[src/rtl/arbitro_display_pkg.sv]
// Shared types and defaults for the display arbiter slice.
package tipos_pacotes;

    typedef enum logic [1:0] {
        LIVRE = 2'd0,
        OPER  = 2'd1,
        SETUP = 2'd2,
        TROCA = 2'd3
    } estado_arb_t;

    localparam int MIN_HOLD_DEF = 16;
    localparam int TIMEOUT_DEF  = 1000;
    localparam int GAP_DEF      = 2;

    // Six packed BCD digits feeding the HEX display.
    typedef logic [5:0][3:0] bcdPac_t;

    // Counter width able to hold 0..max; a zero max still needs one bit.
    function automatic int cnt_w(input int max);
        return (max > 0) ? $clog2(max + 1) : 1;
    endfunction

endpackage

[src/rtl/arbitro_display_contador_sat.sv]
// Saturating up-counter with synchronous clear; never wraps past MAX.
module contador_sat
    import tipos_pacotes::*;
#(
    parameter int MAX = 1,
    localparam int W  = cnt_w(MAX)
) (
    input  logic         clk,
    input  logic         rst,
    input  logic         clr_i,
    input  logic         en_i,
    output logic [W-1:0] cnt_o,
    output logic         at_max_o
);

    logic [W-1:0] cnt_q;

    always_ff @(posedge clk) begin
        if (rst || clr_i)
            cnt_q <= '0;
        else if (en_i && !at_max_o)
            cnt_q <= cnt_q + 1'b1;
    end

    assign cnt_o    = cnt_q;
    assign at_max_o = (cnt_q == W'(MAX));

endmodule

[src/rtl/arbitro_display.sv]
// Two-way arbiter for the shared HEX display: setup priority, operational
// minimum hold, setup inactivity timeout and a blank gap on every handover.
module arbitro_display
    import tipos_pacotes::*;
#(
    parameter int MIN_HOLD = MIN_HOLD_DEF,
    parameter int TIMEOUT  = TIMEOUT_DEF,
    parameter int GAP      = GAP_DEF
) (
    input  logic clk,
    input  logic rst,
    input  logic req_o,
    input  logic req_s,
    input  logic atividade_s,
    output logic gnt_o,
    output logic gnt_s,
    output logic ocupado,
    output logic timeout_s
);

    localparam int WH = cnt_w(MIN_HOLD);
    localparam int WI = cnt_w(TIMEOUT);
    localparam int WG = cnt_w(GAP);

    localparam logic [WI-1:0] IDLE_LAST = WI'(TIMEOUT - 1);
    localparam logic [WG-1:0] GAP_LAST  = WG'(GAP - 1);

    estado_arb_t   estado_q;
    logic          lock_s_q;
    logic          timeout_q;
    logic [WH-1:0] hold_cnt;
    logic [WI-1:0] idle_cnt;
    logic [WG-1:0] gap_cnt;
    logic          hold_max, idle_max, gap_max;
    logic          req_s_ef;
    logic          expira;

    // Counters sit at zero outside their state, so each starts at 0 on entry.
    contador_sat #(.MAX(MIN_HOLD)) u_hold (
        .clk(clk), .rst(rst), .clr_i(estado_q != OPER), .en_i(1'b1),
        .cnt_o(hold_cnt), .at_max_o(hold_max)
    );

    contador_sat #(.MAX(TIMEOUT)) u_idle (
        .clk(clk), .rst(rst), .clr_i((estado_q != SETUP) || atividade_s), .en_i(1'b1),
        .cnt_o(idle_cnt), .at_max_o(idle_max)
    );

    contador_sat #(.MAX(GAP)) u_gap (
        .clk(clk), .rst(rst), .clr_i(estado_q != TROCA), .en_i(1'b1),
        .cnt_o(gap_cnt), .at_max_o(gap_max)
    );

    logic unused_max;
    assign unused_max = idle_max ^ gap_max;

    assign req_s_ef = req_s && !lock_s_q;
    // Activity in the same cycle overrides an expiring idle count.
    assign expira   = (TIMEOUT != 0) && (idle_cnt == IDLE_LAST) && !atividade_s;

    always_ff @(posedge clk) begin
        if (rst) begin
            estado_q  <= LIVRE;
            lock_s_q  <= 1'b0;
            timeout_q <= 1'b0;
        end else begin
            timeout_q <= 1'b0;
            if (!req_s)
                lock_s_q <= 1'b0;
            case (estado_q)
                LIVRE: begin
                    if (req_s_ef)   estado_q <= SETUP;
                    else if (req_o) estado_q <= OPER;
                end
                OPER: begin
                    if (!req_o || (req_s_ef && hold_max))
                        estado_q <= TROCA;
                end
                SETUP: begin
                    if (!req_s) begin
                        estado_q <= TROCA;
                    end else if (expira) begin
                        estado_q  <= TROCA;
                        lock_s_q  <= 1'b1;
                        timeout_q <= 1'b1;
                    end
                end
                TROCA: begin
                    if (gap_cnt == GAP_LAST)
                        estado_q <= LIVRE;
                end
                default: estado_q <= LIVRE;
            endcase
        end
    end

    assign gnt_o     = (estado_q == OPER);
    assign gnt_s     = (estado_q == SETUP);
    assign ocupado   = gnt_o | gnt_s;
    assign timeout_s = timeout_q;

endmodule

[config.mk]
export PLATFORM = sky130hd
export DESIGN_NAME = arbitro_display
export DESIGN_NICKNAME = d
export VERILOG_FILES = /design/src/rtl/arbitro_display_pkg.sv /design/src/rtl/arbitro_display_contador_sat.sv /design/src/rtl/arbitro_display.sv
export SDC_FILE = /design/constraint.sdc
export NUM_CORES = 1
export LEC_CHECK = 0
export CAP_MARGIN = 15
export CELL_PAD_IN_SITES_DETAIL_PLACEMENT = 2
export CELL_PAD_IN_SITES_GLOBAL_PLACEMENT = 2
export CORE_MARGIN = 2
export CORE_UTILIZATION = 36
export CTS_CLUSTER_SIZE = 40
export DETAILED_ROUTE_END_ITERATION = 8
export GPL_ROUTABILITY_DRIVEN = 1
export MAX_ROUTING_LAYER = met4
export PLACE_DENSITY_LB_ADDON = 0.1
export SYNTH_ARGS = -nofsm -noshare
export SYNTH_HDL_FRONTEND = slang
export SYNTH_HIERARCHICAL = 1
export SYNTH_SLANG_ARGS = --single-unit
[constraint.sdc]
create_clock -name clk -period 1.95 [get_ports clk]
set_input_delay 0.195 -clock clk [delete_from_list [all_inputs] [get_ports clk]]
set_output_delay 0.195 -clock clk [all_outputs]
set_load 0.1 [all_outputs]
Word level (Yosys, flattened, before mapping)
Cells that the tools add are included.
{"block": "totals", "register_bits": 21, "input_bits": 5, "out_inout_bits": 4}
{"block": "classes", "addsub": 3, "mux": 12, "n_reduce_logical": 14, "n_bitwise": 3, "n_eq_ne": 15}
{"op": "== test 10 bit (second input constant)", "n": 2}
{"op": "two-way mux 2 bit", "n": 6}
{"op": "adder 10 x 1 -> 10 bit (second input constant)", "n": 1}
{"op": "case mux 2 bit (4 select lines)", "n": 1}
{"op": "== test 2 bit (second input constant)", "n": 3}
{"op": "!= test 2 bit (second input constant)", "n": 3}
{"op": "adder 5 x 1 -> 5 bit (second input constant)", "n": 1}
{"op": "== test 5 bit (second input constant)", "n": 1}
{"op": "logical OR 1 bit", "n": 5}
{"op": "two-way mux 1 bit", "n": 5}
{"op": "== test 2 x 1 -> 1 bit (second input constant)", "n": 2}
{"op": "!= test 2 x 1 -> 1 bit (second input constant)", "n": 2}
{"op": "AND reduction 4 bit", "n": 1}
{"op": "logical AND 1 bit", "n": 3}
{"op": "zero test 1 bit", "n": 3}
{"op": "!= test 3 x 2 -> 1 bit (second input constant)", "n": 1}
{"op": "!= test 3 bit (second input constant)", "n": 1}
{"op": "OR reduction 3 bit", "n": 1}
{"op": "adder 2 x 1 -> 2 bit (second input constant)", "n": 1}
{"op": "zero test 2 bit", "n": 1}
{"op": "inverter 1 bit", "n": 2}
{"op": "bitwise OR 1 bit", "n": 1}

Logic depth before layout (Yosys ltp)
{"block": "logic_depth", "depth_word": 6, "mapped_depth": 7, "depth_no_buf": 7}

Hierarchy
The synthesis kept the hierarchy.
{"mod": "contador_sat (u_idle)", "area_per_inst_um2": 560.5, "cells_per_inst": 65, "instances": 1, "seq_area_each_um2": 200.2}
{"mod": "arbitro_display", "area_per_inst_um2": 335.3, "cells_per_inst": 39, "instances": 1, "seq_area_each_um2": 80.1}
{"mod": "contador_sat (u_hold)", "area_per_inst_um2": 281.5, "cells_per_inst": 29, "instances": 1, "seq_area_each_um2": 100.1}
{"mod": "contador_sat (u_gap)", "area_per_inst_um2": 105.1, "cells_per_inst": 9, "instances": 1, "seq_area_each_um2": 40.0}

Least setup slack after synthesis
No wires, ideal clock.
{"block": "synth_timing", "kind": "register to register", "from": "register estado_q[0]", "to": "register u_idle.cnt_q[2] (netlist: u_idle/cnt_o[2])", "period_less_slack_ns": 2.446, "arrival_ns": 2.378, "path_slack_ns": -0.496, "n_path_buf": 1, "path_stages_with_launch": 8, "path_cell_list": "dfxtp_1 > inv_1 > ha_1 > nand2b_1 > or2_2 > clkbuf_2 > or3_1 > o21ai_1"}
{"block": "synth_between", "elab_chain_len": 3}
{"item": "from (decl)", "line_no": "arbitro_display.sv:28", "source": "estado_arb_t estado_q;"}
{"item": "from (signal assigned)", "line_no": "arbitro_display.sv:63", "source": "estado_q <= LIVRE;"}
{"item": "from (signal assigned)", "line_no": "arbitro_display.sv:72", "source": "if (req_s_ef) estado_q <= SETUP;"}
{"item": "from (signal assigned)", "line_no": "arbitro_display.sv:73", "source": "else if (req_o) estado_q <= OPER;"}
{"item": "!= test 2 bit", "line_no": "arbitro_display.sv:45", "source": ".clk(clk), .rst(rst), .clr_i((estado_q != SETUP) || atividade_s), .en_i(1'b1),"}
{"item": "logical OR 1 bit", "line_no": "arbitro_display.sv:45"}
{"item": "logical OR 1 bit", "line_no": "arbitro_display_contador_sat.sv:19", "source": "if (rst || clr_i)"}
{"item": "to (signal assigned)", "line_no": "arbitro_display_contador_sat.sv:22", "source": "cnt_q <= cnt_q + 1'b1;"}
{"item": "to (decl)", "line_no": "arbitro_display_contador_sat.sv:16", "source": "logic [W-1:0] cnt_q;"}
No other way between the ends.
A chain may end at the register's enable or synchronous reset.

Worst setup path after layout
{"block": "layout_timing", "from": "register estado_q[0]", "to": "register estado_q[1]"}
{"block": "layout_between", "elab_chain_len": 3, "word_cells_on_any_way": 10, "cone_classes": "7 x eq/ne; 1 x mux; 2 x reduce/logical"}
{"item": "== test 2 bit (tied with other cells)", "line_no": "arbitro_display.sv:70", "source": "case (estado_q)"}
{"item": "!= test 3 x 2 -> 1 bit (no source line) (tied with other cells)"}
{"item": "AND reduction 4 bit (no source line)"}
Parallel ways exist; a longest one is shown, timed or not.

==> reports/qor.txt <==
==========================================================================================
Run status .................................................................. finished, final reports clean
Leftover overflow at the end of global routing ..............................            0
Remaining design rule violation count .......................................            0
Minimum clock period ........................................................      1700 ps
Largest stage delay on the critical path ....................................       390 ps
Area of the core ............................................................ 0.00339 mm^2
Count of buffers inserted at the top-level ports ............................            8
Gate count after technology mapping .........................................          142
Synth warn ..................................................................            6
Sequential element share of the synthesized area ............................        0.328
Avg Synthesized Cell Area ...................................................    9.03 um^2
Buffers plus inverters on the worst setup path ..............................            1
Vias after detailed routing .................................................         1064
Maximum number of pins on one net before global-route repair ................           12
Fraction of power spent switching nets ......................................        0.418
Maximum fanout encountered on the critical timing path ......................            4
Clock root cell ............................................................. sky130_fd_sc_hd__clkbuf_4
DRC marker count from the first detailed-route iteration ....................           51
Netlist area before placement ............................................... 0.00128 mm^2
First-pass GRT wire length ..................................................      5600 um
Detailed placer's ending HPWL ...............................................      2580 um
Dominant register cell in the synthesized netlist ........................... sky130_fd_sc_hd__dfxtp_1
Worst Hold Class ............................................................      reg2reg
Total iterations of the first detailed-routing run ..........................            2
Count of unique library cells instantiated by Yosys .........................           44
Family with the most delay on the worst path ................................ simple AND/OR/NAND/NOR gates
Proportion of synthesized flip-flops having asynchronous set or reset .......            0
Worst endpoint data arrival time ............................................      1920 ps
Die Height ..................................................................      63.7 um
Crit path max-delay cell type ............................................... sky130_fd_sc_hd__or3b_1
Fin crit share ..............................................................        0.872
Via count of the first global-routing pass ..................................         1216
Share of cells above drive strength 1 .......................................        0.174
Startpoint type of the worst setup path .....................................         flop
ANT cells ...................................................................            0
Slew Limit Fails ............................................................            0
Total die area .............................................................. 0.00406 mm^2
Clock latency on the worst-skew pair ........................................       310 ps
Clock tree from TritonCTS ...................................................         done
Max Buffers Root-to-Sink ....................................................            2
Most used cells in the layout excluding fill and tap cells .................. sky130_fd_sc_hd__dfxtp_1 (21), sky130_fd_sc_hd__inv_1 (14), sky130_fd_sc_hd__nor2_1 (10)
Relative area change from synthesis to final layout .........................        18.5%
Overall track demand over capacity in global routing ........................        0.182
Number of synthesized flops with an enable pin ..............................            0
Total number of placement rows ..............................................           21
Final setup violating endpoints .............................................            0
Type of destination of the critical path ....................................         flop
Die width ...................................................................      63.7 um
Commonest non-fill, non-tap cell in the layout .............................. sky130_fd_sc_hd__dfxtp_1
CP required .................................................................      2170 ps
Internal reg-to-reg setup slack .............................................       250 ps
Accumulated negative setup slack ............................................         0 ps
Critical path cell sequence ................................................. inv_1 > ha_1 > or3b_1 > o2111ai_2 > mux2_4
Clock edge transition at the registers on the reported setup and hold paths .       130 ps
Antenna violations before repair ............................................            0
RD Place Congestion .........................................................        0.808
Internal power contribution .................................................     0.761 mW
Count of nets left with antenna violations after detail routing .............            0
Cell area power density .....................................................  859 mW/mm^2
TritonCTS buffer count ......................................................            3
Total number of H-tree levels ...............................................            1
Combinational share of power ................................................        0.463
Switching component of the power ............................................     0.546 mW
Post-CTS Setup Repair Bufs ..................................................            0
# Max-Cap Violations ........................................................            0
Register bit total from synthesis ...........................................           21
Starting density of the core ................................................        0.378
Static leakage power ........................................................     0.521 nW
Resized Gates After CTS .....................................................            0
Detail-routed via count per cell ............................................         5.14
RSZ-0062 raised after global routing ........................................        false
Number of sinks on the clock net ............................................           21
Peak supply drop ............................................................   0.000864 V
Hold slack ..................................................................       518 ps
Clk network pwr share .......................................................        0.169
Power share of the sequential group .........................................        0.368
Final #Nets .................................................................          176
Quantity of hold-fixing buffers added after cts .............................            0
Clock skew after layout .....................................................      7.41 ps
Detailed-route wire length ..................................................      3170 um
Hold violation count in the final report ....................................            0
I/O pins ....................................................................            9
Fmax ........................................................................      588 MHz
Setup CP Type ...............................................................      reg2reg
Filler instances ............................................................          378
Wirelength per Cell .........................................................      15.3 um
==========================================================================================
power groups by stage:
stage | logic (mW) | clock network, mW | registers (mW)
6_report | 0.606 | 0.220 | 0.481
3_5_place_dp | 0.608 | 0 | 0.491
5_1_grt | 0.645 | 0.254 | 0.485
2_1_floorplan | 0.429 | 0 | 0.481
4_1_cts | 0.611 | 0.241 | 0.482
3_3_place_gp | 0.589 | 0 | 0.488
final timing paths:
check / cells after the start / end / start
max reg2reg: 5 / estado_q[1] / estado_q[0]
max: 5 / estado_q[1] / estado_q[0]
min: 2 / u_idle/cnt_o[9] / u_idle/cnt_o[9]
min reg2reg: 2 / u_idle/cnt_o[9] / u_idle/cnt_o[9]
layer usage:
metal / track usage / vias up / wire, um
li1: - / 541 / -
met1: 0.204 / 509 / 1440
met2: 0.337 / 10 / 1650
met3: 0.0214 / 4 / 54
met4: 0.0489 / 0 / 25
met5: - / - / 0
worst reg2reg max path: cells and delay by family, from the launching register on:
kind	cells	cell delay (ps)
AO/OA/AOI/OAI	1	130
adder cells (fa/ha/maj)	1	260
buffers and inverters	1	130
flip-flops	1	370
multiplexers	1	320
AND/OR/NAND/NOR	1	390
state kept, by name, indices dropped and copies added (netlist names):
signal	count
estado_q	2
lock_s_q	1
timeout_s	1
u_gap/cnt_o	2
u_hold/cnt_o	5
u_idle/cnt_o	10
stage by stage:
step / cells / area [um^2] / power (mW) / setup WS [ps] / utilization
after floorplan: 149 / 1320 / 0.911 / 53.7 / -
after global placement: 203 / 1490 / 1.08 / 227 / 0.441
after detailed placement: 203 / 1490 / 1.10 / 149 / 0.441
after CTS: 207 / 1520 / 1.33 / 242 / 0.449
after global routing: 207 / 1520 / 1.38 / 165 / 0.449
final: 207 / 1520 / 1.31 / 251 / 0.449
synthesized netlist by cell type (all sizes together), types with 2 or more instances:
cell type  instances  share of area
a21boi             2          0.018
a21oi              7          0.027
dfxtp             21           0.33
ha                 9          0.088
inv               15          0.044
mux2i              2          0.016
nand2              7          0.020
nand2b             3          0.015
nand3              9          0.039
nand4              5          0.029
nand4bb            3          0.039
nor2              11          0.034
nor2b              2          0.021
nor3               4          0.023
nor4b              3          0.020
o2111ai            2          0.019
o211ai             2          0.012
o21ai              6          0.026
o31ai              4          0.023
or2                2         0.0098
or3                2         0.0098
or4                4          0.023
xor2               5          0.034
logic make-up (layout without fill, tap and decap cells):
logic type / after synthesis / after routing / synth area share
buffers and inverters: 17 / 29 / 0.0517
xor gates and xnor gates: 6 / 6 / 0.0410
and+or+nand+nor: 58 / 58 / 0.305
AOI/OAI and AO/OA: 27 / 27 / 0.156
other: 1 / 8 / 0.00292
DFF: 21 / 21 / 0.328
adders and majority gates: 9 / 9 / 0.0878
muxes: 3 / 3 / 0.0273
final cells by class:
type	instances	area, um^2	share of cell area
sequential	21	420	0.277
clock buffer	4	26.3	0.0173
inverter	15	56.3	0.0370
multi-input combinational	111	837	0.551
tap	46	57.6	0.0379
timing repair buffer	10	123	0.0807
No activity file was read; power rests on OpenSTA's default activity.
